==> config.mk <==
export PLATFORM = sky130hd
export DESIGN_NAME = shift_add_multiplier_flat
export DESIGN_NICKNAME = d
export VERILOG_FILES = /design/src/rtl/shift_add_multiplier_if.sv /design/src/rtl/shift_add_multiplier.sv /design/src/flat_wrapper.sv
export SDC_FILE = /design/constraint.sdc
export NUM_CORES = 1
export LEC_CHECK = 0
export CAP_MARGIN = 20
export CORE_ASPECT_RATIO = 1.1
export CORE_UTILIZATION = 30
export DETAILED_ROUTE_END_ITERATION = 7
export PLACE_DENSITY = 0.51
export RECOVER_POWER = 100
export SYNTH_ARGS = -nofsm -noshare
export SYNTH_HDL_FRONTEND = slang
export SYNTH_SLANG_ARGS = --single-unit
==> constraint.sdc <==
create_clock -name clk -period 15.85 [get_ports clk]
set_clock_uncertainty 0.1 [all_clocks]
set_input_delay 4.755 -clock clk [delete_from_list [all_inputs] [get_ports clk]]
set_output_delay 4.755 -clock clk [all_outputs]
set_load 0.03 [all_outputs]
==> src/rtl/shift_add_multiplier_if.sv <==
// shift_add_multiplier_if: handshake and operand/result bundle for shift_add_multiplier
// Signals:
//   start_i  - request pulse, sampled by the multiplier only when idle or done
//   signed_i - 1 = two's-complement operands, 0 = unsigned (sampled with start_i)
//   a_i, b_i - multiplicand / multiplier (sampled with start_i)
//   busy_o   - high while iterating
//   done_o   - one-cycle completion strobe
//   hi_o     - registered upper product half
//   lo_o     - registered lower product half
// Modports: master drives requests and observes results, slave is the multiplier.
interface shift_add_multiplier_if #(
    parameter int WIDTH = 32
);
    logic             start_i;
    logic             signed_i;
    logic [WIDTH-1:0] a_i;
    logic [WIDTH-1:0] b_i;
    logic             busy_o;
    logic             done_o;
    logic [WIDTH-1:0] hi_o;
    logic [WIDTH-1:0] lo_o;

    modport master (
        output start_i, signed_i, a_i, b_i,
        input  busy_o, done_o, hi_o, lo_o
    );

    modport slave (
        input  start_i, signed_i, a_i, b_i,
        output busy_o, done_o, hi_o, lo_o
    );
endinterface

==> src/rtl/shift_add_multiplier.sv <==
// shift_add_multiplier: multi-cycle shift-and-add multiplier, one operand bit per clock
// Ports:
//   clk - rising-edge clock
//   rst - asynchronous active-high reset
//   mif - shift_add_multiplier_if.slave (start/signed/a/b in, busy/done/hi/lo out)
// Configuration:
//   MULT_SIGNED_EN - when defined, signed_i selects magnitude conversion and sign fixup;
//                    when undefined, signed_i is ignored and every product is unsigned.
module shift_add_multiplier #(
    parameter int WIDTH = 32
) (
    input logic                   clk,
    input logic                   rst,
    shift_add_multiplier_if.slave mif
);
    localparam int CW = (WIDTH > 1) ? $clog2(WIDTH) : 1;

    typedef enum logic [1:0] {IDLE, RUN, DONE} state_t;

    state_t             state_q, state_d;
    logic [WIDTH-1:0]   mcand_q, mcand_d;
    logic [WIDTH-1:0]   mplier_q, mplier_d;
    logic [WIDTH-1:0]   acc_q, acc_d;
    logic [WIDTH-1:0]   hi_q, hi_d;
    logic [WIDTH-1:0]   lo_q, lo_d;
    logic [CW-1:0]      count_q, count_d;
    logic               neg_q, neg_d;
    logic [WIDTH-1:0]   a_mag, b_mag;
    logic               neg_in;
    logic [WIDTH:0]     sum;
    logic [2*WIDTH-1:0] prod, result;

`ifdef MULT_SIGNED_EN
    // The most negative value negates to itself, which read unsigned is exactly 2^(WIDTH-1).
    assign a_mag  = (mif.signed_i && mif.a_i[WIDTH-1]) ? -mif.a_i : mif.a_i;
    assign b_mag  = (mif.signed_i && mif.b_i[WIDTH-1]) ? -mif.b_i : mif.b_i;
    assign neg_in = mif.signed_i & (mif.a_i[WIDTH-1] ^ mif.b_i[WIDTH-1]);
    assign result = neg_q ? -prod : prod;
`else
    logic unused_signed;
    assign unused_signed = mif.signed_i;
    assign a_mag         = mif.a_i;
    assign b_mag         = mif.b_i;
    assign neg_in        = 1'b0;
    assign result        = prod;
`endif

    // The carry out of the add is kept as the top bit so the shift never loses it.
    assign sum  = {1'b0, acc_q} + (mplier_q[0] ? {1'b0, mcand_q} : '0);
    // Full product as it will stand once this iteration's shift has happened.
    assign prod = {sum, mplier_q[WIDTH-1:1]};

    always_comb begin
        state_d  = state_q;
        mcand_d  = mcand_q;
        mplier_d = mplier_q;
        acc_d    = acc_q;
        count_d  = count_q;
        neg_d    = neg_q;
        hi_d     = hi_q;
        lo_d     = lo_q;
        if (state_q == RUN) begin
            acc_d    = sum[WIDTH:1];
            mplier_d = {sum[0], mplier_q[WIDTH-1:1]};
            count_d  = count_q + CW'(1);
            if (count_q == CW'(WIDTH - 1)) begin
                state_d = DONE;
                hi_d    = result[2*WIDTH-1:WIDTH];
                lo_d    = result[WIDTH-1:0];
            end
        end else if (mif.start_i) begin
            state_d  = RUN;
            mcand_d  = a_mag;
            mplier_d = b_mag;
            neg_d    = neg_in;
            acc_d    = '0;
            count_d  = '0;
        end else if (state_q == DONE) begin
            state_d = IDLE;
        end
    end

    always_ff @(posedge clk or posedge rst) begin
        if (rst) begin
            state_q  <= IDLE;
            mcand_q  <= '0;
            mplier_q <= '0;
            acc_q    <= '0;
            count_q  <= '0;
            neg_q    <= 1'b0;
            hi_q     <= '0;
            lo_q     <= '0;
        end else begin
            state_q  <= state_d;
            mcand_q  <= mcand_d;
            mplier_q <= mplier_d;
            acc_q    <= acc_d;
            count_q  <= count_d;
            neg_q    <= neg_d;
            hi_q     <= hi_d;
            lo_q     <= lo_d;
        end
    end

    assign mif.busy_o = (state_q == RUN);
    assign mif.done_o = (state_q == DONE);
    assign mif.hi_o   = hi_q;
    assign mif.lo_o   = lo_q;
endmodule

==> src/flat_wrapper.sv <==
// flat-port wrapper written by rule: the top's interface ports become plain ports
module shift_add_multiplier_flat 
#(
    parameter int WIDTH = 32
)
  (clk, rst, mif_start_i, mif_signed_i, mif_a_i, mif_b_i, mif_busy_o, mif_done_o, mif_hi_o, mif_lo_o);
  shift_add_multiplier_if #(.WIDTH(WIDTH)) mif_i ();
  input logic clk;
  input logic rst;
  input wire logic [$bits(mif_i.start_i)-1:0] mif_start_i;
  input wire logic [$bits(mif_i.signed_i)-1:0] mif_signed_i;
  input wire logic [$bits(mif_i.a_i)-1:0] mif_a_i;
  input wire logic [$bits(mif_i.b_i)-1:0] mif_b_i;
  output wire logic [$bits(mif_i.busy_o)-1:0] mif_busy_o;
  output wire logic [$bits(mif_i.done_o)-1:0] mif_done_o;
  output wire logic [$bits(mif_i.hi_o)-1:0] mif_hi_o;
  output wire logic [$bits(mif_i.lo_o)-1:0] mif_lo_o;
  assign mif_i.start_i = mif_start_i;
  assign mif_i.signed_i = mif_signed_i;
  assign mif_i.a_i = mif_a_i;
  assign mif_i.b_i = mif_b_i;
  assign mif_busy_o = mif_i.busy_o;
  assign mif_done_o = mif_i.done_o;
  assign mif_hi_o = mif_i.hi_o;
  assign mif_lo_o = mif_i.lo_o;
  shift_add_multiplier #(.WIDTH(WIDTH)) u_core (.clk(clk), .rst(rst), .mif(mif_i));
endmodule
==> reports/results.ini <==
[layout]
fin_util_pct = 38.1
finalNetCount = 1145
area_growth_pct = 25.1
num_antenna_cells = 0
drive_above_1_share_pct = 9.59

[floorplanning]
die_y_um = 184
die_w_um = 167
initial_core_util_pct = 30.5
std_cell_rows = 66
ios = 134
dieArea_um2 = 30700
core-area_um2 = 29600

[worst_setup_path]
cp_slowest_stage_delay_ns = 2.15
reg2reg_depth = 5
worstReg2RegEnd = u_core.mif.hi_o[10]
worst-path-max-fanout = 47
cp.required_ns = 16.07
slowest_stage = clkbuf_1
crit_path_end_kind = flip-flop
startpoint_type = input pin
worstSetupPathType = input pin to flip-flop
crit_arrival_ns = 9.15
crit_start = mif_start_i
reg2reg_from = u_core.state_q[1]
rrSetupSlack_ns = 10.29
cpMostUsedCell = clkbuf_1
path_cells = clkbuf_1, clkbuf_1, nor2_1, mux2_2

[synthesis]
syn_avg_cell_area_um2 = 9.63
yosys.area.top_type = dfrtp_1
synth_fp_nets = 1040
yosysSeqAreaShare_pct = 46.4
ys_seq_elements = 167
synth_common_cells = 210 x nand2_1, 167 x dfrtp_1, 64 x o21ai_0
synth_edf_count = 0
synth_fa_ha_area_share_pct = 5.22
synth_most_common_cell = nand2_1
ys_top_cells_by_area = dfrtp_1 46%, nand2_1 8.8%, mux2_2 5.5%
synth_top_family_by_area = simple AND/OR/NAND/NOR gates
synthSimpleGateAreaFrac_pct = 19.6
synthFlopType = dfrtp_1
synth_cells = 935
synthArstFlopShare_pct = 100
synth_xor_area_share_pct = 2.24
synth.distinct_cells = 72
synthesis.area_um2 = 9010
netlist.area_leader.share_pct = 46.4
yosysWarnings = 0
synth_compound_area_share_pct = 14.2
synthMuxAreaShare_pct = 9.39

[sta]
tns_ns = 0
timing.final.crit_share_pct = 56.3
slew_violations = 322
rsz0062_at_grt = false
tightest_slew_ns = 4.11
setup_ws_ns = 6.92
setup_viol = 0
slew_headroom_pct = -175
hold_viol = 0
min_period_ns = 8.93
timing.fmax_mhz = 112

[drt]
vias = 7025
first_pass_iters = 7
viasPerCell = 4.92
wirelength_mm = 23.2
drt_iter0_markers = 460
route.detailed.drc = 0
ant_nets = 0
post_drt_wl_per_cell_um = 16.3

[clocking]
clk_pin_slew_ns = 0.07
cts_hold_buf = 0
cts_buffer_depth = 2
cts_buffers = 17
cts_tree = done
cts_htree_levels = 4
clkSinkCount = 167
cts-root-buf = clkbuf_16
post-cts-setup-buffers = 0
clk_latency_ns = 0.44
cts_resized = 0

[power]
cellInternalPower_uw = 1110
switchingPower_uw = 669
power_frac_seq_pct = 34.6
power_frac_clock_pct = 25.8
total_power_uw = 1780
powerDensity_nw_per_um2 = 158
pwr-share-comb_pct = 39.7
ir_drop_mv = 0.0661
p_leak_uw = 0.00542
swShare_pct = 37.7

[global_routing]
antenna_found_initial = 0
grt-ovfl-total = 0
grt_pass1_vias = 7063
grt_start_max_net_pins = 93
grt_pass1_wl_mm = 38.3
track_usage_pct = 15.9

[hold_path]
hold_class = flip-flop to flip-flop
hold_path_end = u_core.mif.lo_o[24]
holdPathStages = 2
hp-start = u_core.mif.lo_o[24]

[outcome]
outcome = finished with violations
violations = max-capacitance violations, max-slew violations

[flow_run]
maxCapViolCount = 6

[placed_design]
place_hpwl_mm = 15.8
dp_slack_ns = 8.72
numPortBuffers = 132
place_congestion = 0.836

-- layer usage --
metal | vias up | wire length (um) | track usage (%)
li1 | 3471 | - | -
met1 | 3396 | 11100 | 21.4
met2 | 138 | 10900 | 25.8
met3 | 20 | 821 | 2.99
met4 | 0 | 324 | 5.03
met5 | - | 0 | 0
-- how the worst max path moves through the flow --
stage	cells past startpoint	endpoint	slack, ns
6_report	4	u_core.count_q[0]	6.92
5_1_grt	4	u_core.count_q[0]	6.55
4_1_cts	3	mif_busy_o	8.67
3_5_place_dp	3	u_core.mcand_q[15]	8.72
3_3_place_gp	3	u_core.mcand_q[15]	8.70
2_1_floorplan	1	u_core.acc_q[0]	6.48
-- metrics by stage --
| step | instance area, um2 | hold slack, ns | cells |
|---|---|---|---|
| after CTS | 11300 | 0.379 | 1426 |
| after detailed placement | 10600 | 0.362 | 1394 |
| after global placement | 10600 | 0.360 | 1394 |
| after global routing | 11300 | 0.382 | 1427 |
| final | 11300 | 0.367 | 1427 |
| after floorplan | 9010 | 0.360 | 935 |
-- placed cells by master (no fill, tap or decap), types with 3 or more instances in the layout --
cell	netlist	final
mux2i_1	35	35
nand3_1	13	13
xor2_1	7	7
a22o_1	3	3
a32o_1	3	3
nand4_1	11	11
o21a_1	6	6
a211oi_1	5	5
nor3b_1	16	16
clkbuf_1	35	5
clkdlybuf4s50_1	0	64
xnor2_1	16	16
nor2_1	25	25
bufinv_16	0	4
o21ai_1	7	7
and2_1	40	39
nand2_1	210	210
a22oi_1	3	3
a31oi_1	6	6
o21bai_1	7	7
o211ai_1	4	4
a211o_1	3	3
clkinv_4	0	5
ha_1	36	36
or3_1	4	4
inv_6	0	3
nor3_1	7	7
inv_1	11	10
dfrtp_1	167	167
dlygate4sd3_1	0	67
o21ai_0	64	64
a21oi_1	33	33
nor2b_1	7	7
nand2b_1	19	19
mux2_2	44	44
clkbuf_16	0	17
and3_1	6	6
a21o_1	19	19
a31o_2	4	4
-- logic make-up after synthesis --
| group | Yosys count |
|---|---|
| buffers and inverters | 65 |
| multiplexers | 79 |
| AO/OA/AOI/OAI | 192 |
| flip-flops | 167 |
| XOR/XNOR | 23 |
| adder cells (fa/ha/maj) | 37 |
| AND/OR/NAND/NOR | 372 |
-- final cells by class --
type | count | area (um2)
fillers | 3010 | 18300
multi-input cells | 703 | 4560
flip-flops and latches | 167 | 4180
repair buffers | 139 | 1370
well taps | 374 | 468
clock buffers | 17 | 425
clock inverters | 15 | 218
inverters | 12 | 46.3
-- registers in the layout, indices dropped and copies added, names as in the netlist --
register	count
u_core.acc_q	32
u_core.mcand_q	32
u_core.mif.hi_o	32
u_core.mif.lo_o	32
u_core.mplier_q	32
u_core.count_q	5
u_core.state_q	2
-- critical path: cells and delay by family --
| family | cells | cell delay [ns] |
|---|---|---|
| simple gates | 1 | 0.80 |
| mux | 1 | 0.53 |
| buf+inv | 2 | 3.04 |
-- power by group through the flow --
stage          clock [uW]  combinational [uW]  sequential, uW
6_report              458                 705             614
5_1_grt               493                 800             631
4_1_cts               473                 715             616
3_5_place_dp            0                 711             624
3_3_place_gp            0                 703             620
2_1_floorplan           0                 557             600
No activity file was read; power rests on OpenSTA's default activity.
